`config.mk`:
```
export PLATFORM = sky130hd
export DESIGN_NAME = bus_arbiter_n
export DESIGN_NICKNAME = d
export VERILOG_FILES = /design/src/rtl/bus_pkg.sv /design/src/rtl/rr_arbiter.sv /design/src/rtl/bus_arbiter_n.sv
export SDC_FILE = /design/constraint.sdc
export NUM_CORES = 1
export LEC_CHECK = 0
export CELL_PAD_IN_SITES_DETAIL_PLACEMENT = 1
export CELL_PAD_IN_SITES_GLOBAL_PLACEMENT = 1
export CORE_MARGIN = 2
export CORE_UTILIZATION = 29
export DETAILED_ROUTE_END_ITERATION = 10
export PLACE_DENSITY_LB_ADDON = 0.1
export SYNTH_ARGS = -nofsm -noshare
export SYNTH_HDL_FRONTEND = slang
export SYNTH_SLANG_ARGS = --single-unit
```
`constraint.sdc`:
```
create_clock -name clk -period 1.8 [get_ports clk]
set_clock_uncertainty 0.2 [all_clocks]
set_input_delay 0.36 -clock clk [delete_from_list [all_inputs] [get_ports clk]]
set_output_delay 0.36 -clock clk [all_outputs]
set_load 0.01 [all_outputs]
```
`src/rtl/bus_pkg.sv`:
```
// bus_pkg: shared types and helpers for the serial-bus arbiter.
//   arb_state_t : arbiter FSM state encoding
//   sel_width() : bit count needed to index n items (never below 1)
package bus_pkg;

  typedef enum logic [1:0] {
    ST_IDLE    = 2'd0,
    ST_SELECT  = 2'd1,
    ST_CONNECT = 2'd2,
    ST_RELEASE = 2'd3
  } arb_state_t;

  // clog2 with a floor of 1 so a single master/slave still gets a real index bit
  function automatic int sel_width(input int n);
    return (n <= 2) ? 1 : $clog2(n);
  endfunction

endpackage

```
`src/rtl/rr_arbiter.sv`:
```
// rr_arbiter: combinational round-robin picker.
//   req        [N-1:0] : request vector
//   last_grant [W-1:0] : index of the previously served requester
//   grant      [N-1:0] : one-hot winner (all zero when req is zero)
// The search starts at last_grant+1 and wraps modulo N.
module rr_arbiter #(
  parameter int N = 2,
  parameter int W = 1
) (
  input  logic [N-1:0] req,
  input  logic [W-1:0] last_grant,
  output logic [N-1:0] grant
);

  logic [W-1:0] idx;
  logic         found;

  always_comb begin
    grant = '0;
    found = 1'b0;
    idx   = '0;
    for (int i = 1; i <= N; i++) begin
      idx = W'((int'(last_grant) + i) % N);
      if (!found && req[idx]) begin
        grant[idx] = 1'b1;
        found      = 1'b1;
      end
    end
  end

endmodule

```
`src/rtl/bus_arbiter_n.sv`:
```
// bus_arbiter_n: N-master to M-slave serial-bus arbiter with round-robin grant.
//   clk, reset (async, active-high)
//   m_request/m_address/m_data/m_valid/m_address_valid [NUM_MASTERS] : master side inputs
//   s_data_in/s_ready [NUM_SLAVES]                                   : slave side inputs
//   m_data_out, m_available/m_ready [NUM_MASTERS]                    : master side outputs
//   s_address/s_data/s_valid [NUM_SLAVES], err                       : slave side outputs / error pulse
// Optional feature: define ARB_TIMEOUT_EN to add a CONNECT watchdog of TIMEOUT_CYCLES.
//
// state   | meaning
// IDLE    | no grant; pick a winner when any request is up
// SELECT  | shift in SEL_W slave-select bits from the granted master
// CONNECT | granted master routed to the selected slave
// RELEASE | one-cycle gap; completion/error pulses visible, last_grant updated
module bus_arbiter_n
  import bus_pkg::*;
#(
  parameter int NUM_MASTERS    = 2,
  parameter int NUM_SLAVES     = 3,
  parameter int TIMEOUT_CYCLES = 1024
) (
  input  logic                   clk,
  input  logic                   reset,
  input  logic [NUM_MASTERS-1:0] m_request,
  input  logic [NUM_MASTERS-1:0] m_address,
  input  logic [NUM_MASTERS-1:0] m_data,
  input  logic [NUM_MASTERS-1:0] m_valid,
  input  logic [NUM_MASTERS-1:0] m_address_valid,
  input  logic [NUM_SLAVES-1:0]  s_data_in,
  input  logic [NUM_SLAVES-1:0]  s_ready,
  output logic                   m_data_out,
  output logic [NUM_MASTERS-1:0] m_available,
  output logic [NUM_MASTERS-1:0] m_ready,
  output logic [NUM_SLAVES-1:0]  s_address,
  output logic [NUM_SLAVES-1:0]  s_data,
  output logic [NUM_SLAVES-1:0]  s_valid,
  output logic                   err
);

  localparam int SEL_W = sel_width(NUM_SLAVES);
  localparam int GNT_W = sel_width(NUM_MASTERS);
  localparam int CNT_W = 4;

  arb_state_t             state, state_nxt;
  logic [GNT_W-1:0]       gnt_idx, gnt_pick, last_grant;
  logic [NUM_MASTERS-1:0] gnt_oh;
  logic [SEL_W-1:0]       shift_q, shift_nxt;
  logic [CNT_W-1:0]       bit_cnt;
  logic                   grant_load, shift_en, ready_nxt, err_nxt;
  logic                   ready_q, err_q, timeout_hit;

  rr_arbiter #(.N(NUM_MASTERS), .W(GNT_W)) u_rr (
    .req        (m_request),
    .last_grant (last_grant),
    .grant      (gnt_oh)
  );

  always_comb begin
    gnt_pick = '0;
    for (int i = 0; i < NUM_MASTERS; i++)
      if (gnt_oh[i]) gnt_pick = GNT_W'(i);
  end

  always_ff @(posedge clk or posedge reset) begin
    if (reset) state <= ST_IDLE;
    else       state <= state_nxt;
  end

  always_comb begin
    state_nxt  = state;
    grant_load = 1'b0;
    shift_en   = 1'b0;
    ready_nxt  = 1'b0;
    err_nxt    = 1'b0;
    shift_nxt  = SEL_W'({shift_q, m_address[gnt_idx]});
    case (state)
      ST_IDLE: begin
        if (|m_request) begin
          grant_load = 1'b1;
          state_nxt  = ST_SELECT;
        end
      end
      ST_SELECT: begin
        if (!m_request[gnt_idx]) begin
          state_nxt = ST_RELEASE;
        end else if (m_address_valid[gnt_idx]) begin
          shift_en = 1'b1;
          if (bit_cnt == CNT_W'(SEL_W - 1)) begin
            if (int'(shift_nxt) >= NUM_SLAVES) begin
              err_nxt   = 1'b1;
              state_nxt = ST_RELEASE;
            end else begin
              state_nxt = ST_CONNECT;
            end
          end
        end
      end
      ST_CONNECT: begin
        // completion beats a simultaneous request drop or timeout
        if (s_ready[shift_q]) begin
          ready_nxt = 1'b1;
          state_nxt = ST_RELEASE;
        end else if (!m_request[gnt_idx]) begin
          state_nxt = ST_RELEASE;
        end else if (timeout_hit) begin
          err_nxt   = 1'b1;
          state_nxt = ST_RELEASE;
        end
      end
      ST_RELEASE: state_nxt = ST_IDLE;
      default:    state_nxt = ST_IDLE;
    endcase
  end

  always_ff @(posedge clk or posedge reset) begin
    if (reset) begin
      gnt_idx    <= '0;
      last_grant <= GNT_W'(NUM_MASTERS - 1);
      shift_q    <= '0;
      bit_cnt    <= '0;
      ready_q    <= 1'b0;
      err_q      <= 1'b0;
    end else begin
      ready_q <= ready_nxt;
      err_q   <= err_nxt;
      if (grant_load) begin
        gnt_idx <= gnt_pick;
        shift_q <= '0;
        bit_cnt <= '0;
      end else if (shift_en) begin
        shift_q <= shift_nxt;
        bit_cnt <= bit_cnt + CNT_W'(1);
      end
      if (state == ST_RELEASE) last_grant <= gnt_idx;
    end
  end

`ifdef ARB_TIMEOUT_EN
  // down-counter loaded on CONNECT entry; terminal count 0 marks the last allowed cycle
  logic [15:0] timer;

  always_ff @(posedge clk or posedge reset) begin
    if (reset)
      timer <= '0;
    else if (state == ST_SELECT && state_nxt == ST_CONNECT)
      timer <= 16'(TIMEOUT_CYCLES - 1);
    else if (state == ST_CONNECT && timer != '0)
      timer <= timer - 16'd1;
  end

  assign timeout_hit = (state == ST_CONNECT) && (timer == '0);
`else
  assign timeout_hit = 1'b0;
`endif

  always_comb begin
    m_available = '0;
    s_address   = '0;
    s_data      = '0;
    s_valid     = '0;
    m_data_out  = 1'b0;
    if (state == ST_SELECT || state == ST_CONNECT)
      m_available = NUM_MASTERS'(1) << gnt_idx;
    if (state == ST_CONNECT) begin
      s_address[shift_q] = m_address[gnt_idx];
      s_data[shift_q]    = m_data[gnt_idx];
      s_valid[shift_q]   = m_valid[gnt_idx];
      m_data_out         = s_data_in[shift_q];
    end
  end

  // pulses are registered, so they land in RELEASE while gnt_idx is still held
  assign m_ready = ready_q ? (NUM_MASTERS'(1) << gnt_idx) : '0;
  assign err     = err_q;

endmodule

```
==> metrics.md, run 1 <==
| Metric | Value |
|---|---|
| DRC violations left | `0` |
| Starting density of the core | `29.96%` |
| Post-CTS Hold Buffers | `0` |
| RSZ-0062 raised after global routing | `yes` |
| Clk root buf | `clkbuf_4` |
| Final worst-path cycle share | `108.6%` |
| Slew Viols, Final | `0` |
| Crit-path max FO | `2` |
| Syn nets | `119` |
| CTS sink cnt | `12` |
| Minimum clock period | `1955 ps` |
| Switching Power | `0.9792 mW` |
| Total chip power | `2.458 mW` |
| Setup ws final | `-155.1 ps` |
| LEAKAGE | `0.7682 nW` |
| Worst EP required | `1780 ps` |
| Sw Share | `39.83%` |
| Largest net degree at the start of global routing | `13` |
| Count of different cell masters after synthesis | `32` |
| Hold Fails Final Rpt | `0` |
| Vias in the first global route | `1093` |
| Clock latency on the worst-skew pair | `290 ps` |
| Die Y | `59.47 um` |
| Flops & latches, synth | `12` |
| Antenna cell count | `0` |
| Post-Syn Area | `892.1 sq um` |
| First-pass GRT wire length | `5.037 mm` |
| Reg power frac | `20.1%` |
| DRT iter0 DRCs | `17` |
| Core area | `0.002978 sq mm` |
| CP endpoint kind | `register` |
| Clock power frac | `8.0%` |
| CP Launch Type | `register` |
| Die Wd | `59.47 um` |
| Post-route cell area | `0.001672 sq mm` |
| Total number of vias | `972` |
| Failing checks | `negative setup slack` |
| Final GP Congestion | `0.7455` |
| NumNets Final | `190` |
| R2r setup slk | `-160 ps` |
| Post-synthesis cell count | `95` |
| Wirelength, routed | `3.025 mm` |
| DRT Pass-1 Iters | `2` |
| Antenna-violating nets left | `0` |
| IO Count | `33` |
| Die ar. | `0.003536 sq mm` |
| Ys Warns | `0` |
| Share of cells above drive strength 1 | `56.97%` |
| Cell Pwr Density | `1471 mW/mm^2` |
| CTS tree | `built` |
| Dpl cell area | `0.001441 sq mm` |
| Crit path kind | `register to register` |
| Logic pwr share | `71.9%` |
| Outcome | `complete, but fails checks` |
| Slew margin rel. | `66.19%` |
| Cell Int Power | `1.479 mW` |
| Clk pin slew, worst setup/hold paths | `90 ps` |
| Bufs on Longest Clock Path | `2` |
| Final setup viols | `17` |
| WP data arrival | `1930 ps` |
| Max Cap Violations | `0` |
| DR WL/cell | `15.28 um` |
| Number of I/O port buffers | `32` |
| Vias/cell | `4.909` |
| Initial antenna violation count | `0` |
| Worst slew pin tran | `506.7 ps` |
| Post-Syn Area per Cell | `9.391 sq um` |
| Post-DP HPWL | `2.142 mm` |
| Peak VDD IR | `481.5 uV` |
| Total grt overflow | `0` |
| Overall track demand over capacity in global routing | `19.41%` |
| Area grow syn2layout | `87.38%` |
| Max Freq | `511.5 MHz` |
| Worst min path class | `input pin to async pin` |
| Crit-path slowest cell | `dfrtp_1` |
| Crit path cell chain | `inv_2, ha_4, or3b_4, o211ai_1, and3_4, mux2_4` |
| H-tree depth | `1` |
| CP peak stage delay | `390 ps` |
| Rows | `20` |
| Post-synthesis sequential area ratio | `33.80%` |
| CTS buffer count | `3` |
## layout by cell type, fill, tap and decap left out, types with 3 or more instances in the layout
| cell type | instances |
|---|---|
| buf_4 | 31 |
| clkdlybuf4s50_1 | 18 |
| nor2_1 | 10 |
| dfrtp_1 | 10 |
| buf_2 | 10 |
| buf_6 | 8 |
| nor2_2 | 6 |
| inv_2 | 4 |
| nand3_4 | 4 |
| nand2_1 | 4 |
| mux2i_2 | 4 |
| mux2_4 | 3 |
| a211oi_1 | 3 |
| o21ai_0 | 3 |
| ha_4 | 3 |
| ha_1 | 3 |
| clkbuf_4 | 3 |
## sequential cells by signal, summed over array words and instances, names as in the netlist
signal      cells
bit_cnt         4
shift_q         2
state           2
err             1
gnt_idx         1
last_grant      1
ready_q         1
## final timing paths
kind | depth (start not counted) | endpoint | from
max | 6 | state[1] | bit_cnt[1]
min | 2 | err | reset
max reg2reg | 6 | state[1] | bit_cnt[1]
min reg2reg | 2 | bit_cnt[3] | bit_cnt[3]
max in group asynchronous | 2 | gnt_idx | reset
min in group clk | 2 | bit_cnt[3] | bit_cnt[3]
## power by group through the flow
| stage | Combinational, mW | Sequential (mW) | Clock [mW] |
|---|---|---|---|
| 2_1_floorplan | 0.727 | 0.444 | 0 |
| 3_3_place_gp | 1.30 | 0.476 | 0 |
| 3_5_place_dp | 1.33 | 0.478 | 0 |
| 4_1_cts | 1.69 | 0.490 | 0.200 |
| 5_1_grt | 1.93 | 0.506 | 0.214 |
| 6_report | 1.77 | 0.494 | 0.197 |
## final cells by class
type                       instances  area [sq um]
fill                             332          1306
multi-input combinational         75         720.7
timing repair buffer              68         558.0
sequential                        12         302.8
tap                               33         41.29
clock buffer                       4         26.28
inverter                           6         22.52
## Yosys cell counts
cell type | count | area, sq um
nor4_1 | 1 | 6.260
mux2_2 | 4 | 45.04
o21ai_0 | 3 | 15.01
mux2i_1 | 6 | 60.06
a211oi_1 | 3 | 22.52
dfrtp_1 | 11 | 275.3
and2b_2 | 2 | 17.52
mux2_4 | 1 | 15.01
mux2i_2 | 1 | 13.76
nand3_2 | 1 | 10.01
nand4_1 | 2 | 12.51
o2111ai_1 | 1 | 8.760
and2_2 | 2 | 15.01
a32o_1 | 1 | 10.01
or2_2 | 1 | 6.260
nand2_1 | 4 | 15.01
nor2_1 | 16 | 60.06
nand3b_1 | 1 | 7.510
buf_6 | 2 | 22.52
nand3_1 | 3 | 15.01
inv_1 | 6 | 22.52
o211ai_1 | 2 | 15.01
xor2_1 | 3 | 26.28
and2_1 | 1 | 6.260
ha_1 | 6 | 75.07
or3b_1 | 1 | 8.760
a31oi_1 | 1 | 6.260
nor2b_1 | 3 | 18.77
dfstp_2 | 1 | 26.28
a21oi_1 | 2 | 10.01
and3_1 | 2 | 12.51
and3_4 | 1 | 11.26
## logic make-up after synthesis
| kind of cell | after synthesis | share of synthesized area [%] |
|---|---|---|
| buf+inv | 8 | 5.049 |
| compound gates | 13 | 9.817 |
| fa+ha+maj | 6 | 8.415 |
| simple gates | 41 | 24.97 |
| flops | 12 | 33.80 |
| mux | 12 | 15.01 |
| xor+xnor | 3 | 2.946 |
## layer usage
metal	part of all wire [%]	wire length (um)	vias up	GRT usage, %
met3	4.3	129	4	3.712
met4	1.0	31	0	7.792
met1	43	1296	472	22.96
met2	52	1567	25	34.07
met5	0	0	-	0
li1	-	-	471	-
## stage by stage
step	hold slack (ps)	std cells	setup slack, ps	setup TNS, ps	utilization [%]
5_1_grt	229.8	198	-204.7	-2759	56.13
6_report	190.0	198	-155.1	-1462	56.13
2_1_floorplan	23.98	95	-78.70	-78.70	-
3_5_place_dp	340.6	186	-455.3	-5571	48.40
3_3_place_gp	332.0	186	-412.6	-4909	48.40
4_1_cts	204.3	196	-169.1	-1486	54.50
## timing repair
action,CTS,global route
setup buffers,6,2
pin swaps,14,11
resized for setup,90,11
setup endpoints to repair,21,21
## critical path, delay by kind of cell, from the launching register on
family                   cells  cell delay (ps)
multiplexers                 1              290
adder cells (fa/ha/maj)      1              120
AO/OA/AOI/OAI                1              180
flip-flops                   1              390
AND/OR/NAND/NOR              2              590
buffers and inverters        1               80
Note: power is estimated with default switching activity, not from simulation.
==> run 2: changes to the inputs <==
--- a/config.mk
+++ b/config.mk
@@ -11,6 +11,7 @@
 export CORE_UTILIZATION = 29
 export DETAILED_ROUTE_END_ITERATION = 10
 export PLACE_DENSITY_LB_ADDON = 0.1
+export SLEW_MARGIN = 40
 export SYNTH_ARGS = -nofsm -noshare
 export SYNTH_HDL_FRONTEND = slang
 export SYNTH_SLANG_ARGS = --single-unit
==> results of run 2 <==
Same layout as run 1: the final DEF is identical, and so are final timing and power.
